==> src/rtl/rf_access_sequencer_pkg.sv <==
// ---------------------------------------------------------------------------
// rf_access_sequencer_pkg
//   Shared constants for the register-file access sequencer: default data and
//   address widths of the 32x32 dual-read register file, and the 3-bit state
//   encoding used by the sequencer FSM.
// ---------------------------------------------------------------------------
package rf_access_sequencer_pkg;

  // Default register file geometry: 32 registers of 32 bits.
  localparam int RF_DATA_WIDTH = 32;
  localparam int RF_ADDR_WIDTH = 5;

  // FSM state encoding.
  localparam int STATE_WIDTH = 3;

  localparam logic [STATE_WIDTH-1:0] ST_IDLE    = 3'd0;
  localparam logic [STATE_WIDTH-1:0] ST_RD      = 3'd1;
  localparam logic [STATE_WIDTH-1:0] ST_WAIT_WB = 3'd2;
  localparam logic [STATE_WIDTH-1:0] ST_WR      = 3'd3;
  localparam logic [STATE_WIDTH-1:0] ST_FIN     = 3'd4;

  // A request is in flight in every state except IDLE.
  function automatic logic is_busy_state(input logic [STATE_WIDTH-1:0] state);
    return state != ST_IDLE;
  endfunction

endpackage

==> src/rtl/rf_wb_timer.sv <==
// ---------------------------------------------------------------------------
// rf_wb_timer
//   Counts the cycles spent waiting for a write-back value. The count is held
//   at zero while i_clear is high and advances while i_en is high. o_expire
//   flags the last permitted waiting cycle (count == WB_TIMEOUT-1).
//
// Ports:
//   i_clk     clock
//   i_rst_n   asynchronous active-low reset
//   i_clear   force the count back to zero (has priority over i_en)
//   i_en      advance the count by one
//   o_expire  count has reached WB_TIMEOUT-1
// ---------------------------------------------------------------------------
module rf_wb_timer #(
  parameter int WB_TIMEOUT = 16
) (
  input  logic i_clk,
  input  logic i_rst_n,
  input  logic i_clear,
  input  logic i_en,
  output logic o_expire
);

  localparam int CNT_WIDTH = $clog2(WB_TIMEOUT);
  localparam logic [CNT_WIDTH-1:0] LAST_COUNT = CNT_WIDTH'(WB_TIMEOUT - 1);

  logic [CNT_WIDTH-1:0] r_count;

  // The count stops at LAST_COUNT so it can never wrap back to zero if the
  // enable were to stay high past expiry.
  always_ff @(posedge i_clk or negedge i_rst_n) begin
    if (!i_rst_n) begin
      r_count <= '0;
    end else if (i_clear) begin
      r_count <= '0;
    end else if (i_en && (r_count != LAST_COUNT)) begin
      r_count <= r_count + CNT_WIDTH'(1);
    end
  end

  assign o_expire = (r_count == LAST_COUNT);

endmodule

==> src/rtl/rf_access_sequencer.sv <==
// ---------------------------------------------------------------------------
// rf_access_sequencer
//   Initiator side of the 32x32 dual-read register file interface. A START
//   request latches rs/rt/rd/wb_en, performs one READ cycle latching both
//   source operands, optionally waits for a write-back value (bounded by
//   WB_TIMEOUT cycles) and then issues one WRITE cycle. READ and WRITE are
//   decoded from mutually exclusive states so they are never high together.
//
// Ports:
//   i_clk, i_rst_n            clock, asynchronous active-low reset
//   i_start                   request pulse, accepted only in IDLE
//   i_rs, i_rt, i_rd          source 1, source 2 and destination addresses
//   i_wb_en                   request includes a write-back
//   i_wb_valid, i_wb_data     write-back handshake and value
//   i_rf_data_r1/_r2          register file read data
//   o_rf_read, o_rf_write     register file strobes
//   o_rf_addr_r1/_r2/_w       register file addresses (0 when strobe low)
//   o_rf_data_w               register file write data (0 when WRITE low)
//   o_op1, o_op2              latched operands
//   o_busy, o_done, o_err     in progress, completion pulse, sticky timeout
// ---------------------------------------------------------------------------
module rf_access_sequencer
  import rf_access_sequencer_pkg::*;
#(
  parameter int DATA_WIDTH       = RF_DATA_WIDTH,
  parameter int ADDR_WIDTH       = RF_ADDR_WIDTH,
  parameter int WB_TIMEOUT       = 16,
  parameter bit ZERO_REG_PROTECT = 1'b1
) (
  input  logic                  i_clk,
  input  logic                  i_rst_n,
  input  logic                  i_start,
  input  logic [ADDR_WIDTH-1:0] i_rs,
  input  logic [ADDR_WIDTH-1:0] i_rt,
  input  logic [ADDR_WIDTH-1:0] i_rd,
  input  logic                  i_wb_en,
  input  logic                  i_wb_valid,
  input  logic [DATA_WIDTH-1:0] i_wb_data,
  input  logic [DATA_WIDTH-1:0] i_rf_data_r1,
  input  logic [DATA_WIDTH-1:0] i_rf_data_r2,
  output logic                  o_rf_read,
  output logic                  o_rf_write,
  output logic [ADDR_WIDTH-1:0] o_rf_addr_r1,
  output logic [ADDR_WIDTH-1:0] o_rf_addr_r2,
  output logic [ADDR_WIDTH-1:0] o_rf_addr_w,
  output logic [DATA_WIDTH-1:0] o_rf_data_w,
  output logic [DATA_WIDTH-1:0] o_op1,
  output logic [DATA_WIDTH-1:0] o_op2,
  output logic                  o_busy,
  output logic                  o_done,
  output logic                  o_err
);

  logic [STATE_WIDTH-1:0] r_state;
  logic [STATE_WIDTH-1:0] w_next_state;

  logic [ADDR_WIDTH-1:0]  r_rs;
  logic [ADDR_WIDTH-1:0]  r_rt;
  logic [ADDR_WIDTH-1:0]  r_rd;
  logic                   r_wb_en;
  logic [DATA_WIDTH-1:0]  r_wdata;
  logic [DATA_WIDTH-1:0]  r_op1;
  logic [DATA_WIDTH-1:0]  r_op2;
  logic                   r_err;

  logic                   w_accept;
  logic                   w_in_rd;
  logic                   w_in_wait;
  logic                   w_in_wr;
  logic                   w_skip_write;
  logic                   w_timer_expire;
  logic                   w_timeout;

  assign w_accept  = (r_state == ST_IDLE) && i_start;
  assign w_in_rd   = (r_state == ST_RD);
  assign w_in_wait = (r_state == ST_WAIT_WB);
  assign w_in_wr   = (r_state == ST_WR);

  // Writes to r0 are dropped when protection is enabled; the request still
  // completes with a DONE pulse.
  assign w_skip_write = ZERO_REG_PROTECT && (r_rd == '0);

  // A valid write-back arriving on the expiry cycle takes precedence.
  assign w_timeout = w_in_wait && !i_wb_valid && w_timer_expire;

  // The timer restarts from zero on every entry into WAIT_WB.
  rf_wb_timer #(
    .WB_TIMEOUT (WB_TIMEOUT)
  ) u_wb_timer (
    .i_clk    (i_clk),
    .i_rst_n  (i_rst_n),
    .i_clear  (!w_in_wait),
    .i_en     (w_in_wait),
    .o_expire (w_timer_expire)
  );

  // Next-state decode. RD and WR each last exactly one cycle.
  always_comb begin
    w_next_state = r_state;
    case (r_state)
      ST_IDLE:    if (i_start) w_next_state = ST_RD;
      ST_RD:      w_next_state = r_wb_en ? ST_WAIT_WB : ST_FIN;
      ST_WAIT_WB: begin
        if (i_wb_valid) begin
          w_next_state = w_skip_write ? ST_FIN : ST_WR;
        end else if (w_timer_expire) begin
          w_next_state = ST_FIN;
        end
      end
      ST_WR:      w_next_state = ST_FIN;
      ST_FIN:     w_next_state = ST_IDLE;
      default:    w_next_state = ST_IDLE;
    endcase
  end

  always_ff @(posedge i_clk or negedge i_rst_n) begin
    if (!i_rst_n) begin
      r_state <= ST_IDLE;
    end else begin
      r_state <= w_next_state;
    end
  end

  // Request fields are captured once per accepted START and held for the
  // whole request so input changes mid-request have no effect.
  always_ff @(posedge i_clk or negedge i_rst_n) begin
    if (!i_rst_n) begin
      r_rs    <= '0;
      r_rt    <= '0;
      r_rd    <= '0;
      r_wb_en <= 1'b0;
    end else if (w_accept) begin
      r_rs    <= i_rs;
      r_rt    <= i_rt;
      r_rd    <= i_rd;
      r_wb_en <= i_wb_en;
    end
  end

  // Operands are sampled at the edge that leaves RD and are held until the
  // next RD exit; the write-back value is captured only on WB_VALID.
  always_ff @(posedge i_clk or negedge i_rst_n) begin
    if (!i_rst_n) begin
      r_op1   <= '0;
      r_op2   <= '0;
      r_wdata <= '0;
    end else begin
      if (w_in_rd) begin
        r_op1 <= i_rf_data_r1;
        r_op2 <= i_rf_data_r2;
      end
      if (w_in_wait && i_wb_valid) begin
        r_wdata <= i_wb_data;
      end
    end
  end

  // ERR is sticky across IDLE and only cleared by the next accepted START.
  always_ff @(posedge i_clk or negedge i_rst_n) begin
    if (!i_rst_n) begin
      r_err <= 1'b0;
    end else if (w_accept) begin
      r_err <= 1'b0;
    end else if (w_timeout) begin
      r_err <= 1'b1;
    end
  end

  // Strobes decode straight from state; addresses and data are gated to 0
  // whenever their strobe is low.
  assign o_rf_read    = w_in_rd;
  assign o_rf_write   = w_in_wr;
  assign o_rf_addr_r1 = w_in_rd ? r_rs : '0;
  assign o_rf_addr_r2 = w_in_rd ? r_rt : '0;
  assign o_rf_addr_w  = w_in_wr ? r_rd : '0;
  assign o_rf_data_w  = w_in_wr ? r_wdata : '0;
  assign o_op1        = r_op1;
  assign o_op2        = r_op2;
  assign o_busy       = is_busy_state(r_state);
  assign o_done       = (r_state == ST_FIN);
  assign o_err        = r_err;

endmodule

==> config.mk <==
export PLATFORM = sky130hd
export DESIGN_NAME = rf_access_sequencer
export DESIGN_NICKNAME = d
export VERILOG_FILES = /design/src/rtl/rf_access_sequencer_pkg.sv /design/src/rtl/rf_wb_timer.sv /design/src/rtl/rf_access_sequencer.sv
export SDC_FILE = /design/constraint.sdc
export NUM_CORES = 1
export LEC_CHECK = 0
export CAP_MARGIN = 20
export CELL_PAD_IN_SITES_DETAIL_PLACEMENT = 0
export CELL_PAD_IN_SITES_GLOBAL_PLACEMENT = 1
export CORE_ASPECT_RATIO = 1.4
export CORE_MARGIN = 2
export CORE_UTILIZATION = 25
export DETAILED_ROUTE_END_ITERATION = 12
export PLACE_DENSITY_LB_ADDON = 0.1
export SYNTH_ARGS = -nofsm -noshare
export SYNTH_HDL_FRONTEND = slang
export SYNTH_HIERARCHICAL = 1
export SYNTH_SLANG_ARGS = --single-unit
==> constraint.sdc <==
create_clock -name i_clk -period 1.75 [get_ports i_clk]
set_input_delay 0.2625 -clock i_clk [delete_from_list [all_inputs] [get_ports i_clk]]
set_output_delay 0.2625 -clock i_clk [all_outputs]
set_load 0.01 [all_outputs]
==> impl_metrics.json, run 1 <==
{
  "outcome": "finished with violations",
  "violations": "negative setup slack",
  "grt_max_degree": 66,
  "crit_cells": 7,
  "finalMaxSlewViolations": 0,
  "path_class": "flip-flop to primary output",
  "critPathBufInv": 5,
  "port_buffers": 231,
  "critPathMaxStageDelay_ns": 0.39,
  "slowest_stage": "dfrtp_1",
  "cts_buffer_depth": 2,
  "power_density_nw_per_um2": 1710,
  "layout.nets": 754,
  "ys.flop_type": "dfrtp_1",
  "initial_core_util_pct": 25.4,
  "drv_cap": 0,
  "syn2layout_area_growth_pct": 88.6,
  "synth-edff-count": 0,
  "drive_gt1_share_pct": 47.5,
  "rows": 61,
  "fin_ws_ns": -0.255,
  "cts_tree": "yes",
  "synth.most_common_cell": "dfrtp_1",
  "synth-seq-area-share_pct": 59.5,
  "power_frac_seq_pct": 30.1,
  "synth_top_area_share_pct": 59.5,
  "grt_pass1_wl_um": 23000,
  "synth_warnings": 6,
  "dr.pass1.iters": 4,
  "crit_fanout": 4,
  "synth_seq_cells": 120,
  "numCtsBuffers": 17,
  "p_total_w": 0.0163,
  "skew_ns": 0.0100,
  "end_kind": "primary output",
  "cts_sinks": 120,
  "syn_area_um2": 5050,
  "ys_types": 37,
  "synth.area.top_cells": "dfrtp_1, mux2_2, and2_1",
  "hold_viol": 0,
  "antenna_found_initial": 0,
  "cp.required_ns": 1.49,
  "grt.total_usage_pct": 14.4,
  "swShare_pct": 28.3,
  "placed_cells": 822,
  "rr_worst_depth": 7,
  "period_minus_slack_ns": 2.01,
  "gp_congestion": 0.716,
  "wire_per_inst_um": 17.7,
  "ios": 232,
  "grt_overflow": 0,
  "power_frac_comb_pct": 49.1,
  "relSlewSlack_pct": 62.4,
  "htreeDepth": 4,
  "cp.arrival_ns": 1.74,
  "hold_slack_ns": 0.409,
  "utilization_pct": 48.0,
  "timing.rr.start": "r_state[2]",
  "cp_common_cell": "buf_6",
  "wirelength_um": 15900,
  "crit_chain": "buf_6 -> nor3b_4 -> buf_12 -> buf_6 -> buf_6 -> and2_4 -> buf_6",
  "fin_cells": 900,
  "chipHeight_um": 172,
  "yosys.area.top_type": "dfrtp_1",
  "intPower_w": 0.0117,
  "die_w_um": 124,
  "synth_fp_nets": 458,
  "hp-class": "input port to asynchronous set/reset pin",
  "clkLatencyLatePin_ns": 0.41,
  "n_antenna_cell": 0,
  "die-area_um2": 21400,
  "cp-startpoint": "r_state[1]",
  "setup_viol": 116,
  "cp_top_family": "buffers and inverters",
  "tightest_slew_ns": 0.556,
  "ant_nets": 0,
  "first_iter_violations": 94,
  "avgSynthCellArea_um2": 14.8,
  "cts.reportedPaths.clkPinSlew_ns": 0.05,
  "p_switching_w": 0.00461,
  "grt_pass1_vias": 4263,
  "async_flop_share_pct": 100,
  "p_leak_nw": 4.18,
  "nFillCells": 1810,
  "coreArea_um2": 19800,
  "vias_per_cell": 4.31,
  "post-dp-hpwl_um": 10000,
  "ir_drop_v": 0.000692,
  "cts_root_buf": "clkbuf_16",
  "synth.cells.most_frequent": "dfrtp_1, mux2_2, and2_1, mux2_4, buf_4",
  "post-route-period-util_pct": 115,
  "drc": 0,
  "cp-start-kind": "flip-flop",
  "fmax_mhz": 499,
  "dr_total_vias": 3877,
  "clkPwrFrac_pct": 20.8,
  "rsz0062_at_grt": "true",
  "netlist_instances": 341
}
routing by layer:
layer  routed length [um]  up-vias  track usage [%]
met5                    0        -                0
met4                  246        0             5.23
met3                 1130       15             5.57
met2                 8790      145             25.4
met1                 5750     1943             15.6
li1                     -     1774                -
timing repair:
action	CTS	global route
hold buffers	1	0
setup buffers	28	5
endpoints found under the setup margin	85	169
endpoints found under the hold margin	120	0
pin swaps	27	18
gates cloned	8	10
gates resized for setup	325	66
cell families after synthesis:
logic type	after synthesis	share of synthesized area, %
flops	120	59.5
mux	114	26.2
simple gates	75	10.0
buf+inv	22	2.83
compound gates	9	1.24
fa+ha+maj	1	0.248
layout make-up:
| type | instances | area [um^2] | share of cell area (%) |
|---|---|---|---|
| tap | 252 | 315 | 3.31 |
| multi-input combinational | 199 | 2230 | 23.4 |
| sequential | 120 | 3000 | 31.5 |
| inverter | 3 | 11.3 | 0.118 |
| clock buffer | 22 | 474 | 4.98 |
| timing repair buffer | 296 | 3390 | 35.6 |
| clock inverter | 8 | 97.6 | 1.03 |
worst reg2reg max path, stage by stage, from the launching register on:
cell,delay (ns)
dfrtp_1,0.40
buf_6,0.13
buf_4,0.12
buf_6,0.11
or3_4,0.36
nor2_8,0.17
clkbuf_16,0.20
mux2_4,0.30
cells in the final DEF, fill, tap and decap left out, drive strengths merged:
cell type / count
and3: 1
nand3: 2
clkdlybuf4s50: 179
clkinv: 3
a21boi: 1
o21ai: 1
a32o: 1
nor4bb: 1
mux2i: 1
dfrtp: 120
or2: 1
nand2: 1
mux2: 113
or3: 1
ha: 1
and2: 48
a2111oi: 1
buf: 107
and3b: 1
a31oi: 1
nor2b: 2
clkinvlp: 3
nand4: 1
nor3b: 2
bufinv: 2
nand2b: 3
nor4b: 1
nor2: 5
o21a: 1
inv: 3
bufbuf: 1
a22oi: 1
and4b: 1
clkbuf: 30
nor3: 4
dlygate4sd3: 1
a21oi: 2
state kept, by name (all words and copies together), names as in the netlist:
register            cells
r_rs                    5
o_op1                  32
r_rd                    5
r_wb_en                 1
o_err                   1
r_rt                    5
r_wdata                32
r_state                 3
u_wb_timer/r_count      4
o_op2                  32
power groups by stage:
| stage | sequential [W] | clock [W] | combinational, W |
|---|---|---|---|
| 2_1_floorplan | 0.00511 | 0 | 0.00266 |
| 3_3_place_gp | 0.00484 | 0 | 0.00587 |
| 3_5_place_dp | 0.00487 | 0 | 0.00596 |
| 4_1_cts | 0.00488 | 0.00352 | 0.00745 |
| 5_1_grt | 0.00508 | 0.00366 | 0.00851 |
| 6_report | 0.00490 | 0.00340 | 0.00801 |
path summary, 6_finish.rpt:
kind | end | slack (ns)
min in group i_clk | o_op2[15] | 0.46
worst max-delay path | o_rf_addr_r2[3] | -0.26
worst min register to register | o_op2[16] | 0.50
worst max register to register | r_rd[0] | -0.15
worst min-delay path | r_rs[0] | 0.41
max in group asynchronous | r_wdata[22] | 1.02
stage by stage:
stage | setup TNS (ns) | setup slack, ns | area [um^2]
floorplan | 0 | 0.116 | 5050
global placement | -9.97 | -0.165 | 7780
detailed placement | -11.67 | -0.204 | 7780
CTS | -13.63 | -0.281 | 9050
global route | -19.79 | -0.336 | 9520
finish | -10.69 | -0.255 | 9520
No activity file was read; power rests on OpenSTA's default activity.
==> run 2: changes to the inputs <==
--- a/config.mk
+++ b/config.mk
@@ -13,6 +13,7 @@
 export CORE_UTILIZATION = 25
 export DETAILED_ROUTE_END_ITERATION = 12
 export PLACE_DENSITY_LB_ADDON = 0.1
+export REMOVE_ABC_BUFFERS = 1
 export SYNTH_ARGS = -nofsm -noshare
 export SYNTH_HDL_FRONTEND = slang
 export SYNTH_HIERARCHICAL = 1
==> run 2 against run 1 <==
The flow still finishes with violations (negative setup slack). Setup slack better by 0.088 ns. Via count fell by 0.10%. Non-clock buffer count is 4 lower. Clock power is 4% higher. Register-to-register slack about the same. Worst hold slack lost 0.12 ns. Sequential cell count unchanged. Critical path type unchanged. Routed wire length increased by 1.4%. Largest power group unchanged. Die area is the same. Final area is 0.21% lower.
==> impl_metrics.json, run 2 (same netlist as run 1, synthesis figures left out) <==
{
  "outcome": "finished with violations",
  "violations": "negative setup slack",
  "final_cell_mix": "clkdlybuf4s50_1, dfrtp_1, mux2_4, buf_6, and2_4",
  "end_kind": "primary output",
  "cts.reportedPaths.clkPinSlew_ns": 0.06,
  "initial_core_util_pct": 25.4,
  "skew_ns": 0.00950,
  "numCtsBuffers": 17,
  "ant_nets": 0,
  "met3_wirelength_um": 1780,
  "grt_overflow": 0,
  "coreArea_um2": 19800,
  "vias_per_cell": 4.31,
  "post-route-period-util_pct": 110,
  "dr.pass1.iters": 4,
  "syn2layout_area_growth_pct": 88.2,
  "setup_viol": 136,
  "tightest_slew_ns": 0.414,
  "drive_gt1_share_pct": 48.5,
  "path_class": "flip-flop to primary output",
  "clkLatencyLatePin_ns": 0.41,
  "dr_total_vias": 3873,
  "rows": 61,
  "cts_tree": "yes",
  "cp-start-kind": "flip-flop",
  "nFillCells": 1812,
  "slowest_stage": "dfrtp_1",
  "port_buffers": 231,
  "cp_common_cell": "buf_6",
  "crit_fanout": 5,
  "relSlewSlack_pct": 72.0,
  "p_leak_nw": 4.21,
  "grt_pass1_vias": 4114,
  "p_total_w": 0.0164,
  "antenna_found_initial": 0,
  "ff2ff_setup_slack_ns": -0.14,
  "topRoutingLayerUsed": "met4",
  "layout.nets": 750,
  "first_iter_violations": 124,
  "met2WireLength_um": 8200,
  "drc": 0,
  "die-area_um2": 21400,
  "chipHeight_um": 172,
  "finalMaxSlewViolations": 0,
  "cts_buffer_depth": 2,
  "hold_viol": 0,
  "htreeDepth": 4,
  "final_common_cell": "clkdlybuf4s50_1",
  "rsz0062_at_grt": "true",
  "wl_met1_um": 6000,
  "cts_sinks": 120,
  "fin_ws_ns": -0.168,
  "cp.required_ns": 1.49,
  "period_minus_slack_ns": 1.92,
  "placed_cells": 825,
  "cp.arrival_ns": 1.66,
  "grt_pass1_wl_um": 22700,
  "ir_drop_v": 0.000793,
  "grt.total_usage_pct": 14.2,
  "fmax_mhz": 521,
  "wirelength_um": 16100,
  "gp_congestion": 0.673,
  "die_w_um": 124,
  "post-dp-hpwl_um": 10000,
  "wire_per_inst_um": 18.0,
  "ios": 232,
  "power_density_nw_per_um2": 1730,
  "crit_chain": "buf_6 -> nor3b_4 -> buf_12 -> buf_8 -> and2_4 -> buf_6",
  "drv_cap": 0,
  "fin_cells": 899,
  "grt_max_degree": 61,
  "cts_root_buf": "clkbuf_16",
  "critPathMaxStageDelay_ns": 0.39,
  "hp-class": "input port to asynchronous set/reset pin"
}
run 2: cell type report:
class / instances / area (um^2) / area share [%]
sequential: 120 / 3000 / 31.6
timing repair buffer: 292 / 3230 / 34.0
inverter: 3 / 11.3 / 0.119
tap: 252 / 315 / 3.32
multi-input combinational: 199 / 2330 / 24.5
clock inverter: 12 / 139 / 1.46
clock buffer: 20 / 467 / 4.91
antenna: 1 / 2.50 / 0.0263
run 2: final timing paths:
path	start	end	cells past startpoint
worst max-delay path	r_state[2]	o_rf_addr_r2[0]	6
worst max register to register	r_state[2]	o_op1[8]	9
worst min register to register	o_op2[24]	o_op2[24]	1
worst min-delay path	i_rst_n	u_wb_timer/r_count[0]	2
max in group asynchronous	i_rst_n	o_op1[6]	3
min in group i_clk	i_rf_data_r2[3]	o_op2[3]	2
run 2: metal layers:
layer / vias to the layer above / global-route usage, %
li1: 1768 / -
met1: 1914 / 15.7
met2: 178 / 23.4
met3: 13 / 7.52
met4: 0 / 4.59
met5: - / 0
run 2: critical path: cells and delay by family (launching register included):
family / cells / cell delay (ns)
buffers and inverters: 4 / 0.48
AND/OR/NAND/NOR: 2 / 0.37
flip-flops: 1 / 0.39
run 2: report_power, final:
group | internal [W] | total (W) | leakage (nW) | switching, W
clock | 0.00223 | 0.00355 | 0.298 | 0.00132
sequential | 0.00416 | 0.00493 | 1.43 | 0.000773
combinational | 0.00528 | 0.00794 | 2.48 | 0.00266
run 2: timing repair:
item,CTS,global route
gates resized for setup,315,115
hold buffers,1,0
cloned,6,8
setup endpoints to repair,51,167
hold endpoints to repair,14,0
pin swaps,38,13
buffers inserted,22,13
run 2: stage by stage:
step,hold slack (ns),setup WS (ns),area (um^2),util (%),TNS [ns]
final,0.290,-0.168,9500,47.9,-10.84
after global routing,0.311,-0.264,9500,47.9,-21.48
after CTS,0.282,-0.232,8940,45.1,-12.61
after detailed placement,0.162,-0.138,7790,39.2,-6.23
after global placement,0.159,-0.105,7790,39.2,-5.38
after floorplan,-0.0331,-2.50,4920,-,-244.28
